$ cat src/rtl/mac_seq_ctrl.sv
// Command-framed unsigned dot-product sequencer: pulls len operand pairs over a
// valid/ready stream, accumulates a*b modulo 2^(2*WIDTH), returns the sum on a result handshake.
module mac_seq_ctrl #(
   parameter  int WIDTH   = 8,
   parameter  int MAX_LEN = 16,
   localparam int LEN_W   = $clog2(MAX_LEN + 1)
) (
   input  logic                 clk,
   input  logic                 reset_n,
   input  logic                 start,
   input  logic [LEN_W-1:0]     len,
   input  logic                 abort,
   output logic                 busy,
   input  logic                 in_valid,
   output logic                 in_ready,
   input  logic [WIDTH-1:0]     operand_a,
   input  logic [WIDTH-1:0]     operand_b,
   output logic                 res_valid,
   input  logic                 res_ready,
   output logic [2*WIDTH-1:0]   result,
   output logic [LEN_W-1:0]     count
);

   typedef enum logic [1:0] {IDLE, RUN, DONE} state_t;

   state_t                 state_q, state_d;
   logic [LEN_W-1:0]       len_q;
   logic [LEN_W-1:0]       count_q;
   logic [2*WIDTH-1:0]     acc_q;
   logic [2*WIDTH-1:0]     result_q;
   logic [LEN_W-1:0]       len_clamped;
   logic [2*WIDTH-1:0]     acc_nxt;
   logic                   beat;
   logic                   last_beat;
   logic                   cmd_go;

   // Full-width unsigned product added with natural modulo wrap, no saturation.
   function automatic logic [2*WIDTH-1:0] mac_wrap(input logic [2*WIDTH-1:0] acc,
                                                   input logic [WIDTH-1:0]   a,
                                                   input logic [WIDTH-1:0]   b);
      logic [2*WIDTH-1:0] prod;
      prod = {{WIDTH{1'b0}}, a} * {{WIDTH{1'b0}}, b};
      return acc + prod;
   endfunction

   assign len_clamped = (len > LEN_W'(MAX_LEN)) ? LEN_W'(MAX_LEN) : len;
   assign beat        = in_valid && (state_q == RUN);
   assign last_beat   = ((count_q + LEN_W'(1)) == len_q);
   assign acc_nxt     = mac_wrap(acc_q, operand_a, operand_b);
   // abort in IDLE drops a simultaneous start
   assign cmd_go      = start && !abort;

   always_ff @(posedge clk or negedge reset_n) begin
      if (!reset_n) state_q <= IDLE;
      else          state_q <= state_d;
   end

   always_comb begin
      state_d = state_q;
      case (state_q)
         IDLE: if (cmd_go) state_d = (len_clamped == '0) ? DONE : RUN;
         RUN: begin
            if (abort)                  state_d = IDLE;
            else if (beat && last_beat) state_d = DONE;
         end
         DONE: if (abort || res_ready) state_d = IDLE;
         default: state_d = IDLE;
      endcase
   end

   always_ff @(posedge clk or negedge reset_n) begin
      if (!reset_n) begin
         len_q    <= '0;
         count_q  <= '0;
         acc_q    <= '0;
         result_q <= '0;
      end else begin
         case (state_q)
            IDLE: begin
               if (cmd_go) begin
                  len_q   <= len_clamped;
                  count_q <= '0;
                  acc_q   <= '0;
                  if (len_clamped == '0) result_q <= '0;
               end
            end
            RUN: begin
               if (abort) begin
                  count_q <= '0;
                  acc_q   <= '0;
               end else if (beat) begin
                  count_q <= count_q + LEN_W'(1);
                  acc_q   <= acc_nxt;
                  if (last_beat) result_q <= acc_nxt;
               end
            end
            DONE: begin
               if (abort) begin
                  count_q <= '0;
                  acc_q   <= '0;
               end
            end
            default: ;
         endcase
      end
   end

   assign busy      = (state_q != IDLE);
   assign in_ready  = (state_q == RUN);
   assign res_valid = (state_q == DONE);
   assign result    = result_q;
   assign count     = count_q;

endmodule

$ cat config.mk
export PLATFORM = sky130hd
export DESIGN_NAME = mac_seq_ctrl
export DESIGN_NICKNAME = d
export VERILOG_FILES = /design/src/rtl/mac_seq_ctrl.sv
export SDC_FILE = /design/constraint.sdc
export NUM_CORES = 1
export LEC_CHECK = 0
export BUFFER_PORTS_ARGS = -buffer_cell sky130_fd_sc_hd__buf_4
export CORE_UTILIZATION = 50
export DETAILED_ROUTE_END_ITERATION = 6
export PLACE_DENSITY = 0.79
export SLEW_MARGIN = 10
export SYNTH_ARGS = -nofsm -noshare
export SYNTH_HDL_FRONTEND = slang
export SYNTH_SLANG_ARGS = --single-unit
$ cat constraint.sdc
create_clock -name clk -period 4.5 [get_ports clk]
set_input_delay 0.675 -clock clk [delete_from_list [all_inputs] [get_ports clk]]
set_output_delay 0.675 -clock clk [all_outputs]
set_load 0.1 [all_outputs]
==> reports/summary.txt, run 1 <==
synth top area cells - dfrtp_1, fa_1, ha_1, inv_1, nand2_1
biggest area consumer among synthesized cells - dfrtp_1
yosys warns - 0
Setup Skew - 0.00712 ns
CTS Buf Count - 5
core area - 8680 µm²
CTS tree - yes
first-pass GRT wire length - 17.4 mm
Hold WC Path Type - in -> async
max cap viols - 0
die area - 9290 µm²
Avg Vias per Cell - 5.17
CTS Hold Bufs - 0
Worst Setup Start Kind - primary input
pin count of the biggest net entering global routing - 45
Slowest cell on crit path - fa_1
Critical Path Fanout Max - 8
Worst Tran Pin Value - 0.827 ns
total clock sinks - 44
RR Startpoint - acc_q[6]
Synth top area share - 0.247
Final Core Density - 0.616
fin. max-slew vios - 0
Fmax - 231 MHz
post-synthesis cell type count - 48
Die Ht - 96.4 µm
dpl ws - -0.263 ns
input/output buffers - 50
Async SR Flop Fraction - 1.00
CP startpoint - operand_a[3]
Starting Density - 0.513
layout cells sized above 1 - 0.203
Area growth syn-to-layout - 20.0%
final hold viol count - 0
Final HPWL DP - 8.16 mm
nets@finish - 670
Cell Pwr Density - 712 nW/µm²
routed len/inst - 15.0 µm
Cell Chain, Critical Path - buf_4 -> and2_1 -> fa_1 -> fa_1 -> fa_1 -> inv_1 -> fa_1 -> inv_1 -> ha_1 -> a21oi_1 -> o21ai_2 -> or4_1 -> nand4_1 -> a22o_1
Boundary Pins - 51
Synth top cells by count - inv_1, nand2_1, fa_1
worst ir drop on vdd - 488 µV
cell mode on critical path - fa_1
Seq cells post-synth - 44
Max Root-Sink Buffers - 2
DRC viols - 0
most common cell in the netlist - inv_1
period utilisation layout - 0.963
Critical Path AT - 4.58 ns
Slew Limit Headroom - 0.448
initial antenna violation count - 0
Antenna diodes - 0
Syn Inst Count - 476
vias in the first global route - 3661
Post-synth EDFFs - 0
Root Buffer - clkbuf_8
Worst setup EP type - flip-flop
Period minus WS final - 4.34 ns
Post-Synthesis Net Count - 589
row count - 34
status - completed
via count - 3445
clk slew on worst S/H paths - 0.09 ns
endpoints failing setup - 0
GP Congestion - 0.887
FF+latch area - 1100 µm²
worst setup margin - 0.165 ns
Detail Route Antenna Nets - 0
CP max stage delay - 0.56 ns
final-layout fill cell count - 725
gr usage total - 0.244
initial DRC count - 170
Synth Cell Area - 4450 µm²
CP required - 4.75 ns
DR pass1 iterations - 4
post-synthesis sequential area ratio - 0.247
Multi-input gate area - 2970 µm²
maximum level of the CTS H-tree - 2
Mean Syn Cell Area - 9.36 µm²
critical path class - in -> reg
DRT Wirelength - 9.99 mm
worst-skew pair later-pin latency - 0.30 ns
Die W - 96.4 µm
Pleak - 2.86 nW
dominant synthesized flop cell - dfrtp_1
Overflow after GRT - 0
-- cells by family after synthesis --
logic type | Yosys count | synth area share
simple gates | 123 | 0.140
compound gates | 78 | 0.130
mux | 7 | 0.0160
fa+ha+maj | 86 | 0.326
buf+inv | 118 | 0.102
xor+xnor | 20 | 0.0393
flops | 44 | 0.247
-- through the flow --
step / total power, mW / setup TNS, ns / cells / cell area [µm²] / hold slack [ns]
after detailed placement: 3.32 / -2.12 / 657 / 5160 / 0.492
after floorplan: 2.51 / 0 / 476 / 4460 / 0.379
after global placement: 3.23 / -1.39 / 657 / 5160 / 0.478
after global routing: 4.14 / -0.00517 / 666 / 5350 / 0.394
final: 3.80 / 0 / 666 / 5350 / 0.359
after CTS: 3.65 / 0 / 665 / 5270 / 0.379
-- power breakdown --
part	leakage [nW]	switching (mW)	internal (mW)
registers	0.594	0.0939	0.513
clock network	0.0541	0.148	0.165
logic	2.21	1.75	1.14
-- worst max-delay path: cells and delay by family --
family | cells | cell delay (ns)
compound gates | 3 | 0.47
fa+ha+maj | 5 | 2.48
simple gates | 3 | 0.72
buf+inv | 3 | 0.24
-- cell type report --
class | count | share of cell area
clock inverter | 3 | 0.00796
sequential | 44 | 0.206
multi-input combinational | 314 | 0.555
timing repair buffer | 83 | 0.117
inverter | 109 | 0.0765
clock buffer | 5 | 0.0129
tap | 108 | 0.0253
-- layout by cell type, fill, tap and decap left out, types with 9 or more instances in the layout --
master   count
xnor2_1     11
ha_1        33
and2_1      33
inv_1      109
nand2_1     57
buf_4       83
dfrtp_1     44
a21oi_1      9
fa_1        49
a22o_1      16
o21ai_0     16
-- path summary, 6_finish.rpt --
kind                         endpoint  cells after the start  slack [ns]
min reg2reg                  len_q[0]                      2        0.51
min                          count[4]                      1        0.36
min in group clk             len_q[0]                      2        0.51
max                        result[13]                     14        0.16
max in group asynchronous   acc_q[15]                      1        3.77
max reg2reg                result[13]                     15        0.32
-- state kept, by name, summed over array words and instances, names as in the netlist --
name,flops
result,16
count,5
len_q,5
acc_q,16
state_q,2
-- layer usage --
| metal | up-vias | GRT usage | wire length [µm] |
|---|---|---|---|
| li1 | 1674 | - | - |
| met1 | 1693 | 0.333 | 4450 |
| met2 | 70 | 0.426 | 5140 |
| met3 | 8 | 0.0290 | 323 |
| met4 | 0 | 0.0429 | 72 |
| met5 | - | 0 | 0 |
-- repair_timing --
item / CTS / global route
endpoints found under the setup margin: 0 / 10
gates resized for setup: 0 / 10
setup buffers: 0 / 1
(Power assumes the default switching activity.)
==> run 2, diff against run 1 <==
==> constraint.sdc (replaced) <==
create_clock -name clk -period 4.5 [get_ports clk]
set_input_delay 0.9 -clock clk [delete_from_list [all_inputs] [get_ports clk]]
set_output_delay 0.9 -clock clk [all_outputs]
set_load 0.1 [all_outputs]
==> run 2 against run 1 <==
Net effect: sequential power is 0.7% higher; clock skew up 0.0043 ns; utilization increased by 2.8 points; fmax down 3.4%; global-route usage shrank 1.1 points; final cell count is 0.90% higher; sequential cell count unchanged; sequential share of layout area is 0.88 points lower; via count up 2.1%; critical endpoint is now acc_q[13]; largest power group unchanged.
==> reports/summary.txt, run 2 (synthesis gave the netlist of run 1 again) <==
Root Buffer - clkbuf_8 (unchanged)
post-route cell area - 5580 µm² (was 5350 µm²)
Area growth syn-to-layout - 25.4% (was 20.0%)
dpl ws - -0.322 ns (was -0.263 ns)
FF+latch area - 1100 µm² (unchanged)
row count - 34 (unchanged)
layout cells sized above 1 - 0.273 (was 0.203)
Worst setup EP type - flip-flop (unchanged)
fin. max-slew vios - 0 (unchanged)
period utilisation layout - 0.997 (was 0.963)
first-pass GRT wire length - 16.8 mm (was 17.4 mm)
RSZ-0062 raised after global routing - true
Die W - 96.4 µm (unchanged)
Detail Route Antenna Nets - 0 (unchanged)
status - completed (unchanged)
nets@finish - 676 (was 670)
Placed Instances - 660 (was 657)
Final HPWL DP - 7.94 mm (was 8.16 mm)
endpoints failing setup - 0 (unchanged)
Overflow after GRT - 0 (unchanged)
DRT Wirelength - 9.85 mm (was 9.99 mm)
initial DRC count - 159 (was 170)
worst setup margin - 0.0128 ns (was 0.165 ns)
Boundary Pins - 51 (unchanged)
cell mode on critical path - fa_1 (unchanged)
Critical Path AT - 4.72 ns (was 4.58 ns)
initial antenna violation count - 0 (unchanged)
input/output buffers - 50 (unchanged)
critical path class - in -> reg (unchanged)
DRC viols - 0 (unchanged)
most common cell after layout, fill and taps aside - inv_1 (unchanged)
Pint - 1.97 mW (was 1.82 mW)
final-layout fill cell count - 725 (unchanged)
die area - 9290 µm² (unchanged)
DR pass1 iterations - 4 (unchanged)
Cell Chain, Critical Path - buf_8 -> buf_6 -> nand2_1 -> fa_1 -> inv_1 -> fa_1 -> ha_1 -> inv_2 -> fa_1 -> inv_2 -> fa_2 -> a211oi_2 -> o21a_1 -> o21ai_2 -> or4_1 -> nand4_1 -> a22o_1 (was buf_4 -> and2_1 -> fa_1 -> fa_1 -> fa_1 -> inv_1 -> fa_1 -> inv_1 -> ha_1 -> a21oi_1 -> o21ai_2 -> or4_1 -> nand4_1 -> a22o_1)
final hold viol count - 0 (unchanged)
Critical Path Fanout Max - 7 (was 8)
Period minus WS final - 4.49 ns (was 4.34 ns)
Hold WC Path Type - reg -> reg (was in -> async)
Die Ht - 96.4 µm (unchanged)
Reg power frac - 0.152 (was 0.160)
Sw Share - 0.509 (was 0.523)
CP required - 4.73 ns (was 4.75 ns)
maximum level of the CTS H-tree - 2 (unchanged)
CTS Hold Bufs - 0 (unchanged)
Net Switching - 2.04 mW (was 1.99 mW)
combinational power share - 0.774 (was 0.758)
Pleak - 2.91 nW (was 2.86 nW)
total clock sinks - 44 (unchanged)
Slew Limit Headroom - 0.473 (was 0.448)
Starting Density - 0.513 (unchanged)
CP max stage delay - 0.52 ns (was 0.56 ns)
CTS Buf Count - 5 (unchanged)
max cap viols - 0 (unchanged)
clk slew on worst S/H paths - 0.08 ns (was 0.09 ns)
commonest non-fill, non-tap cells in the layout - inv_1, buf_4, nand2_1 (unchanged)
Max Root-Sink Buffers - 2 (unchanged)
Cell Pwr Density - 719 nW/µm² (was 712 nW/µm²)
core area - 8680 µm² (unchanged)
post-route insts no fill - 672 (was 666)
Clk pwr share - 0.074 (was 0.082)
GP Congestion - 0.849 (was 0.887)
routed len/inst - 14.7 µm (was 15.0 µm)
Avg Vias per Cell - 5.24 (was 5.17)
Worst Setup Start Kind - primary input (unchanged)
power consumption - 4.02 mW (was 3.80 mW)
Antenna diodes - 0 (unchanged)
worst ir drop on vdd - 517 µV (was 488 µV)
via count - 3518 (was 3445)
Placed Area - 5270 µm² (was 5160 µm²)
CTS tree - yes (unchanged)
Fmax - 223 MHz (was 231 MHz)
vias in the first global route - 3695 (was 3661)
Slowest cell on crit path - fa_1 (unchanged)
Multi-input gate area - 3100 µm² (was 2970 µm²)
Worst Tran Pin Value - 0.790 ns (was 0.827 ns)
gr usage total - 0.233 (was 0.244)
final setup TNS - 0 ns (unchanged)
Setup Skew - 0.0114 ns (was 0.00712 ns)
worst-skew pair later-pin latency - 0.30 ns (about the same)
pin count of the biggest net entering global routing - 45 (unchanged)
run 2: what timing repair did:
item	4_1_cts	5_1_grt
gates cloned	0	0
pin swaps	4	38
setup buffers	0	5
setup endpoints to repair	3	14
hold endpoints to repair	0	0
gates resized for setup	1	53
run 2: routing by layer:
metal	vias to the layer above	track usage	wire length [µm]
met5	-	0	0
met4	0	0.0502	102
met3	9	0.0290	320
met2	73	0.415	4970
met1	1752	0.304	4450
li1	1684	-	-
run 2: power groups by stage:
| stage | registers [mW] | clock network [mW] | logic [mW] |
|---|---|---|---|
| floorplan | 0.968 | 0 | 1.73 |
| global placement | 0.613 | 0 | 2.80 |
| detailed placement | 0.617 | 0 | 2.89 |
| CTS | 0.610 | 0.300 | 2.93 |
| global route | 0.628 | 0.320 | 3.40 |
| finish | 0.611 | 0.296 | 3.11 |
run 2: final timing paths:
path | startpoint | end | slack (ns) | cells after the start
max | operand_a[3] | acc_q[13] | 0.01 | 17
min | result[15] | result[15] | 0.51 | 1
max reg2reg | acc_q[4] | acc_q[13] | 0.35 | 15
max in group asynchronous | reset_n | result[3] | 3.54 | 1
min in group asynchronous | reset_n | acc_q[7] | 0.59 | 1
min reg2reg | result[15] | result[15] | 0.51 | 1
run 2: metrics by stage:
stage | utilization | hold WS, ns
finish | 0.643 | 0.506
global route | 0.643 | 0.533
CTS | 0.621 | 0.510
detailed placement | 0.608 | 0.487
global placement | 0.608 | 0.485
floorplan | - | 0.450
run 2: final cells by class:
class                      instances  area share
clock inverter                     2     0.00627
tap                              108      0.0242
multi-input combinational        314       0.555
sequential                        44       0.197
inverter                         109      0.0733
clock buffer                       6      0.0130
timing repair buffer              89       0.131
run 2: worst max-delay path: cells and delay by family:
family          cells  cell delay [ns]
fa+ha+maj           5             2.15
simple gates        3             0.69
compound gates      4             0.65
buf+inv             5             0.33
==> run 3, diff against run 2 <==
--- a/config.mk
+++ b/config.mk
@@ -6,7 +6,10 @@
 export NUM_CORES = 1
 export LEC_CHECK = 0
 export BUFFER_PORTS_ARGS = -buffer_cell sky130_fd_sc_hd__buf_4
+export CORE_ASPECT_RATIO = 1.5
+export CORE_MARGIN = 5
 export CORE_UTILIZATION = 50
+export CTS_CLUSTER_DIAMETER = 120
 export DETAILED_ROUTE_END_ITERATION = 6
 export PLACE_DENSITY = 0.79
 export SLEW_MARGIN = 10
==> run 3 against run 2 <==
Net effect: register-to-register slack gained 0.05 ns; sequential share of layout area shrank 0.12 points; total power grew 1.8%; setup slack gained 0.024 ns; cell area grew 0.60%; critical path type unchanged.
==> reports/summary.txt, run 3 (synthesis gave the netlist of run 1 again) <==
endpoints failing setup - 0 (unchanged)
Slowest cell on crit path - fa_1 (unchanged)
dpl ws - -0.305 ns (was -0.322 ns)
Final HPWL DP - 8.10 mm (was 7.94 mm)
Pleak - 2.92 nW (was 2.91 nW)
Cell Pwr Density - 728 nW/µm² (was 719 nW/µm²)
most common cell after layout, fill and taps aside - inv_1 (unchanged)
post-route insts no fill - 671 (was 672)
worst ir drop on vdd - 732 µV (was 517 µV)
period utilisation layout - 0.992 (was 0.997)
max cap viols - 0 (unchanged)
Placed Instances - 660 (unchanged)
nets@finish - 673 (was 676)
CP required - 4.73 ns (about the same)
Fmax - 224 MHz (was 223 MHz)
DR pass1 iterations - 4 (unchanged)
input/output buffers - 50 (unchanged)
fin. max-slew vios - 0 (unchanged)
routed len/inst - 14.8 µm (was 14.7 µm)
Cell Chain, Critical Path - buf_8 -> and2_4 -> fa_1 -> fa_1 -> fa_1 -> inv_1 -> fa_1 -> inv_2 -> ha_4 -> a21oi_2 -> o21a_1 -> o21ai_2 -> or4_1 -> nand4_1 -> a22o_1 (was buf_8 -> buf_6 -> nand2_1 -> fa_1 -> inv_1 -> fa_1 -> ha_1 -> inv_2 -> fa_1 -> inv_2 -> fa_2 -> a211oi_2 -> o21a_1 -> o21ai_2 -> or4_1 -> nand4_1 -> a22o_1)
Placed Area - 5260 µm² (was 5270 µm²)
hold slack final - 0.496 ns (was 0.506 ns)
Antenna diodes - 0 (unchanged)
first-pass GRT wire length - 17.0 mm (was 16.8 mm)
Worst Setup Start Kind - primary input (unchanged)
Boundary Pins - 51 (unchanged)
gr usage total - 0.193 (was 0.233)
Area growth syn-to-layout - 26.1% (was 25.4%)
CTS tree - yes (unchanged)
die area - 10900 µm² (was 9290 µm²)
post-route cell area - 5620 µm² (was 5580 µm²)
critical path class - in -> reg (unchanged)
Starting Density - 0.508 (was 0.513)
Root Buffer - clkbuf_16 (was clkbuf_8)
Critical Path AT - 4.69 ns (was 4.72 ns)
Critical Path Fanout Max - 6 (was 7)
final hold viol count - 0 (unchanged)
Avg Vias per Cell - 5.29 (was 5.24)
vias in the first global route - 3788 (was 3695)
CP max stage delay - 0.57 ns (was 0.52 ns)
Max Root-Sink Buffers - 2 (unchanged)
core area - 8780 µm² (was 8680 µm²)
Die W - 87.1 µm (was 96.4 µm)
GP Congestion - 0.823 (was 0.849)
maximum level of the CTS H-tree - 2 (unchanged)
initial DRC count - 107 (was 159)
commonest non-fill, non-tap cells in the layout - inv_1, buf_4, nand2_1, fa_1, dfrtp_1 (was inv_1, buf_4, nand2_1)
pin count of the biggest net entering global routing - 45 (unchanged)
Die Ht - 126 µm (was 96.4 µm)
initial antenna violation count - 0 (unchanged)
Slew Limit Headroom - 0.480 (was 0.473)
Period minus WS final - 4.46 ns (was 4.49 ns)
total clock sinks - 44 (unchanged)
Overflow after GRT - 0 (unchanged)
final-layout fill cell count - 703 (was 725)
Detail Route Antenna Nets - 0 (unchanged)
status - completed (unchanged)
Final Core Density - 0.640 (was 0.643)
via count - 3548 (was 3518)
CTS Buf Count - 5 (unchanged)
CTS Hold Bufs - 0 (unchanged)
clk slew on worst S/H paths - 0.06 ns (was 0.08 ns)
RSZ-0062 raised after global routing - true (unchanged)
worst setup margin - 0.0365 ns (was 0.0128 ns)
worst-skew pair later-pin latency - 0.29 ns (was 0.30 ns)
Worst Tran Pin Value - 0.779 ns (was 0.790 ns)
Setup Skew - 0.00534 ns (was 0.0114 ns)
WP buf/inv - 3 (was 5)
DRT Wirelength - 9.91 mm (was 9.85 mm)
Hold WC Path Type - reg -> reg (unchanged)
layout cells sized above 1 - 0.269 (was 0.273)
cell mode on critical path - fa_1 (unchanged)
row count - 42 (was 34)
final setup TNS - 0 ns (unchanged)
power consumption - 4.09 mW (was 4.02 mW)
delay-heaviest family, CP - adder cells (unchanged)
Worst setup EP type - flip-flop (unchanged)
DRC viols - 0 (unchanged)
==> run 3: changes by cell type in the layout (fill, tap and decap cells not counted), sizes merged <==
cell | previous run | this run
inv | 109 | 110
clkbuf | 6 | 5
clkinv | 1 | 0
clkinvlp | 0 | 1
buf | 89 | 86
==> run 3: area by class of cell <==
class	instances	area, µm²	area share
multi-input combinational	314	3100	0.551
sequential	44	1100	0.196
timing repair buffer	86	702	0.125
inverter	109	409	0.0728
tap	110	138	0.0245
clock buffer	5	125	0.0223
clock inverter	3	46.3	0.00824
==> run 3: final timing paths <==
check / from / end / slack [ns] / cells after the start
worst max-delay path: operand_b[5] / acc_q[13] / 0.04 / 15
worst min-delay path: result[15] / result[15] / 0.50 / 1
worst max register to register: acc_q[6] / acc_q[13] / 0.40 / 15
worst min register to register: result[15] / result[15] / 0.50 / 1
max in group asynchronous: reset_n / result[15] / 3.53 / 1
min in group asynchronous: reset_n / result[2] / 0.59 / 1
==> run 3: what timing repair did <==
| action | 4_1_cts | 5_1_grt |
|---|---|---|
| gates resized for setup | 2 | 46 |
| endpoints found under the setup margin | 5 | 14 |
| setup buffers | 0 | 3 |
| pin swaps | 2 | 39 |
==> run 3: power breakdown <==
group | switching [mW] | total (mW) | internal [mW]
registers | 0.0982 | 0.612 | 0.514
clock network | 0.158 | 0.421 | 0.264
logic | 1.77 | 3.05 | 1.28
total | 2.03 | 4.09 | 2.06
==> run 3: per-layer routing <==
| layer | share of wire | global-route usage |
|---|---|---|
| met1 | 0.38 | 0.223 |
| met2 | 0.55 | 0.348 |
| met3 | 0.034 | 0.0244 |
| met4 | 0.030 | 0.0835 |
| met5 | 0 | 0 |
